<file path="config.mk">
export PLATFORM = sky130hd
export DESIGN_NAME = wb_arbiter
export DESIGN_NICKNAME = d
export VERILOG_FILES = /design/src/rtl/wb_arbiter.sv
export SDC_FILE = /design/constraint.sdc
export NUM_CORES = 1
export LEC_CHECK = 0
export CAP_MARGIN = 0
export CELL_PAD_IN_SITES_DETAIL_PLACEMENT = 1
export CELL_PAD_IN_SITES_GLOBAL_PLACEMENT = 1
export CORE_MARGIN = 2
export CORE_UTILIZATION = 45
export CTS_CLUSTER_DIAMETER = 40
export CTS_CLUSTER_SIZE = 24
export DETAILED_ROUTE_END_ITERATION = 6
export PLACE_DENSITY_LB_ADDON = 0.1
export SYNTH_ARGS = -nofsm -noshare
export SYNTH_HDL_FRONTEND = slang
export SYNTH_SLANG_ARGS = --single-unit
</file>
<file path="constraint.sdc">
create_clock -name clk -period 4.93 [get_ports clk]
set_clock_uncertainty 0.05 [all_clocks]
set_input_delay 1.2325 -clock clk [delete_from_list [all_inputs] [get_ports clk]]
set_output_delay 1.2325 -clock clk [all_outputs]
set_load 0.05 [all_outputs]
</file>
<file path="src/rtl/wb_arbiter.sv">
// Register-file write-back arbiter: ALU writes take priority, long-latency results queue in a FIFO,
// and a busy scoreboard feeds decode stalls. Optional bypass outputs are built when WB_BYPASS_EN is defined.
module wb_arbiter #(
    parameter int DEPTH = 4,
    parameter int AW    = 2
) (
    input  logic          clk,
    input  logic          reset,
    input  logic          alu_we,
    input  logic [4:0]    alu_rd,
    input  logic [31:0]   alu_data,
    input  logic          lu_valid,
    output logic          lu_ready,
    input  logic [4:0]    lu_rd,
    input  logic [31:0]   lu_data,
    input  logic          iss_valid,
    input  logic [4:0]    iss_rd,
    input  logic [4:0]    chk_rs1,
    input  logic [4:0]    chk_rs2,
    input  logic [4:0]    chk_rd,
    output logic          stall,
    output logic          we,
    output logic [4:0]    rd,
    output logic [31:0]   indata,
    output logic [AW:0]   fifo_count,
    output logic          fwd1_hit,
    output logic          fwd2_hit,
    output logic [31:0]   fwd1_data,
    output logic [31:0]   fwd2_data
);
    localparam logic [AW:0] FULL = (AW+1)'(DEPTH);

    logic [4:0]    mem_rd_q   [DEPTH];
    logic [31:0]   mem_data_q [DEPTH];
    logic [AW-1:0] wr_ptr_q, rd_ptr_q;
    logic [AW:0]   count_q;
    logic [31:0]   busy_q, busy_d;
    logic          we_q;
    logic [4:0]    rd_q;
    logic [31:0]   indata_q;

    logic          alu_sel, pop, push;
    logic [4:0]    head_rd;
    logic [31:0]   head_data;

    assign head_rd   = mem_rd_q[rd_ptr_q];
    assign head_data = mem_data_q[rd_ptr_q];

    // A suppressed x0 ALU write leaves the port free for the FIFO head.
    assign alu_sel  = alu_we && (alu_rd != 5'd0);
    assign pop      = !alu_sel && (count_q != '0);
    assign lu_ready = !reset && (count_q < FULL);
    assign push     = lu_valid && lu_ready && (lu_rd != 5'd0);

    always_comb begin
        busy_d = busy_q;
        if (pop)
            busy_d[head_rd] = 1'b0;
        // Applied after the clear so a same-register issue wins.
        if (iss_valid && (iss_rd != 5'd0))
            busy_d[iss_rd] = 1'b1;
    end

    assign stall = ((chk_rs1 != 5'd0) && busy_q[chk_rs1]) ||
                   ((chk_rs2 != 5'd0) && busy_q[chk_rs2]) ||
                   ((chk_rd  != 5'd0) && busy_q[chk_rd]);

    always_ff @(posedge clk) begin
        if (push) begin
            mem_rd_q[wr_ptr_q]   <= lu_rd;
            mem_data_q[wr_ptr_q] <= lu_data;
        end
    end

    always_ff @(posedge clk) begin
        if (reset) begin
            wr_ptr_q <= '0;
            rd_ptr_q <= '0;
            count_q  <= '0;
            busy_q   <= '0;
            we_q     <= 1'b0;
            rd_q     <= 5'd0;
            indata_q <= 32'd0;
        end else begin
            if (alu_sel) begin
                we_q     <= 1'b1;
                rd_q     <= alu_rd;
                indata_q <= alu_data;
            end else if (pop) begin
                we_q     <= 1'b1;
                rd_q     <= head_rd;
                indata_q <= head_data;
            end else begin
                we_q     <= 1'b0;
            end
            if (push) wr_ptr_q <= wr_ptr_q + 1'b1;
            if (pop)  rd_ptr_q <= rd_ptr_q + 1'b1;
            case ({push, pop})
                2'b10:   count_q <= count_q + 1'b1;
                2'b01:   count_q <= count_q - 1'b1;
                default: count_q <= count_q;
            endcase
            busy_q <= busy_d;
        end
    end

    assign we         = we_q;
    assign rd         = rd_q;
    assign indata     = indata_q;
    assign fifo_count = count_q;

`ifdef WB_BYPASS_EN
    // Covers the cycle where the register file has not yet absorbed the write.
    assign fwd1_hit  = we_q && (rd_q != 5'd0) && (rd_q == chk_rs1);
    assign fwd2_hit  = we_q && (rd_q != 5'd0) && (rd_q == chk_rs2);
    assign fwd1_data = fwd1_hit ? indata_q : 32'd0;
    assign fwd2_data = fwd2_hit ? indata_q : 32'd0;
`else
    assign fwd1_hit  = 1'b0;
    assign fwd2_hit  = 1'b0;
    assign fwd1_data = 32'd0;
    assign fwd2_data = 32'd0;
`endif

`ifndef SYNTHESIS
    always_ff @(posedge clk) begin
        if (!reset && iss_valid && (iss_rd != 5'd0))
            assert (!busy_q[iss_rd]) else $error("issue to already-busy register x%0d", iss_rd);
    end
`endif

endmodule
</file>
==> qor.tcl <==
set qor(fp.dieArea_mm2) 0.0237
set qor(vias) 6556
set qor(wirelength_um) 25700
set qor(yosys_reg_bits) 226
set qor(total_power_density_per_cell_area_mw_per_mm2) 495
set qor(fill_cells) 2164
set qor(worstPathCellList) {clkdlybuf4s50_1, mux4_2, mux2i_1, mux2i_1, a221oi_1, nand3_1, buf_4}
set qor(dr.first_iter.drc_count) 282
set qor(die_h_um) 154
set qor(ios) 208
set qor(clk-insertion-delay-late_ps) 540
set qor(cts_setup_buffers) 0
set qor(design.core.area_mm2) 0.0220
set qor(grt_antenna_before_repair) 2
set qor(cts_made_buffers) 31
set qor(detail_route.drc_violations) 0
set qor(cell_count_after_synthesis) 753
set qor(grt_max_degree) 80
set qor(cts_buffer_depth) 3
set qor(tritoncts) {built}
set qor(grt_setup_unrepaired) {no}
set qor(worst-r2r-cell-count) 5
set qor(setup-tns-final_ps) 0
set qor(antennaDiodeCount) 0
set qor(drive_gt1_share_pct) 16.1
set qor(worst-setup-path-type) {input pin to output pin}
set qor(reg2reg_setup_slack_ps) 2170
set qor(critPathCaptureType) {output pin}
set qor(vias_in_the_first_global_route) 7373
set qor(synth-main-ff-cell) {edfxtp_1}
set qor(result_of_the_run) {completed}
set qor(finalWorstPathRequiredPeriod_ps) 4760
set qor(yosys.area_share.simple_pct) 9.84
set qor(worstPathRequired_ps) 3650
set qor(holdBufCountCts) 0
set qor(critPathMaxFanout) 9
set qor(dp_hpwl_um) 17300
set qor(global_route.usage.total_pct) 22.0
set qor(synth.lib_cells_used.distinct) 43
set qor(regArea_mm2) 0.00601
set qor(multiInputGateArea_mm2) 0.00360
set qor(final-hold-violation-count) 0
set qor(syn_to_final_growth_pct) 25.0
set qor(maxClockFrequency_mhz) 210
set qor(timing_max_transition_violations_final) 0
set qor(cp_data_arrival_time_ps) 3480
set qor(fraction_of_the_mapped_netlist_area_in_compound_gates_pct) 7.48
set qor(asyncSetResetFlopFracSynth_pct) 0
set qor(portBuffers) 141
set qor(synthXorXnorAreaFrac_pct) 0.434
set qor(ant_nets) 0
set qor(startpoint_type) {input pin}
set qor(max_cap_viol_count) 0
set qor(worstMarginPinSlew_ps) 1030
set qor(crit_path_frequent_cell) {mux2i_1}
set qor(critPathSlowestCell) {clkdlybuf4s50_1}
set qor(holdCritStartpoint) {indata[5]$_SDFFE_PP0P_}
set qor(routed_wire_length_per_instance_um) 21.4
set qor(grt-ovfl-total) 0
set qor(whs_path_depth) 2
set qor(netlist_area_mm2) 0.0101
set qor(routed_via_density) 5.46
set qor(leakage_nw) 4.33
set qor(largest_family_of_logic_cells_by_synthesized_area) {multiplexers}
set qor(worst_setup_hold_path_clk_slew_ps) 50
set qor(min_to) {indata[5]$_SDFFE_PP0P_}
set qor(layout_common_cells) {148 x edfxtp_1, 139 x clkdlybuf4s50_1, 83 x nand2_1}
set qor(floorplan.die.width_um) 154
set qor(clk_root_buffer_cell) {clkbuf_16}
set qor(finalWeightedCongestion) 0.875
set qor(period_share_pct) 96.6
set qor(nNetsFinal) 1001
set qor(start_util_pct) 46.0
set qor(worstHoldPathType) {register to register}
set qor(synth.top_cell.area_share_pct) 44.0
set qor(capturing_point_of_the_worst_reg2reg_path) {busy_q[5]$_SDFF_PP0_}
set qor(number_of_synthesized_flops_with_an_enable_pin) 148
set qor(row_count) 54
set qor(dr.pass1.iters) 4
set qor(h-tree-depth) 1
set qor(ctsResizeCount) 0
set qor(slew_headroom_pct) 31.1
set qor(fin_total_pwr_mw) 6.25
set qor(setup-violations-final) 0
set qor(ir_worst_vdd_v) 0.000335
set qor(yosys-mux-area-fraction_pct) 14.5
set qor(post_synth_main_area_contributors) {edfxtp_1 44%, dfxtp_1 15%, mux4_2 13%}
set qor(wire_length_of_the_first_global_routing_pass_um) 40800
set qor(yosys.area_share.adder_pct) 0.818
set qor(yosysSeqAreaShare_pct) 59.5
set qor(cpPeakStageDelay_ps) 740
set qor(final_common_cell) {edfxtp_1}
set qor(synth.avg_cell_area_um2) 13.4
set qor(synthesis.yosys.warnings) 0
set qor(yosysTopAreaCell) {edfxtp_1}
set qor(cts.sinks) 226
kinds of logic (layout without fill, tap and decap cells):
group           after synthesis  in the layout
other cells                   1             66
compound gates              116            116
fa+ha+maj                     6              6
flops                       226            226
xor+xnor                      5              5
buf+inv                     119            222
mux                          73             73
simple gates                207            207
state kept, by name (all words and copies together) (netlist names), named ones only:
signal	flops
busy_q	31
fifo_count	3
indata	32
mem_data_q	128
mem_rd_q	20
rd	5
rd_ptr_q	2
we	1
wr_ptr_q	2
cell type report:
type                       instances  share of cell area (%)
clock buffer                      37                    6.65
timing repair buffer             154                    11.9
inverter                          10                   0.297
tap                              280                    2.77
clock inverter                    21                    2.32
sequential                       226                    47.6
multi-input combinational        473                    28.5
cell usage after synthesis (all sizes together) (8+ instances only):
cell / n
buf: 84
nor2b: 34
clkbuf: 25
mux2i: 11
inv: 10
mux4: 58
nor2: 53
a21oi: 8
a311oi: 36
edfxtp: 148
nand2: 83
dfxtp: 78
o21ai: 65
worst max path at each step:
stage                from    end  slack, ps  cells after the start
2_1_floorplan  chk_rs1[0]  stall        660                      5
3_3_place_gp    chk_rd[0]  stall        240                      7
3_5_place_dp   chk_rs2[1]  stall        170                      7
4_1_cts        chk_rs2[1]  stall        160                      7
5_1_grt        chk_rs2[1]  stall         30                      7
6_report       chk_rs2[1]  stall        170                      7
per-layer routing:
| layer | up-vias | routed length, um | share of wire (%) | track usage (%) |
|---|---|---|---|---|
| met2 | 214 | 13500 | 53 | 40.8 |
| met5 | - | 27 | 0.11 | 0 |
| met4 | 4 | 505 | 2.0 | 6.68 |
| met1 | 3305 | 10200 | 40 | 26.1 |
| li1 | 2984 | - | - | - |
| met3 | 49 | 1420 | 5.5 | 4.09 |
metrics by stage:
stage	instance area, um^2	utilization (%)	hold slack, ps	instances	worst slack [ps]
floorplan	10300	-	435	818	661
global placement	11500	52.3	414	1143	237
CTS	12600	57.5	435	1201	159
detailed placement	11500	52.3	425	1143	167
global route	12600	57.5	459	1201	34.8
finish	12600	57.5	427	1201	168
report_power, final:
part | leakage (nW) | total [mW] | internal, mW | switching (mW)
Combinational | 1.79 | 1.57 | 0.570 | 1.00
Clock | 0.553 | 2.38 | 1.54 | 0.839
Sequential | 1.98 | 2.30 | 2.16 | 0.141
worst max-delay path, delay by kind of cell:
kind / cells / cell delay (ps)
multiplexers: 3 / 830
buffers and inverters: 2 / 950
AND/OR/NAND/NOR: 1 / 140
AO/OA/AOI/OAI: 1 / 330
Power figures use the tool's default switching activity.
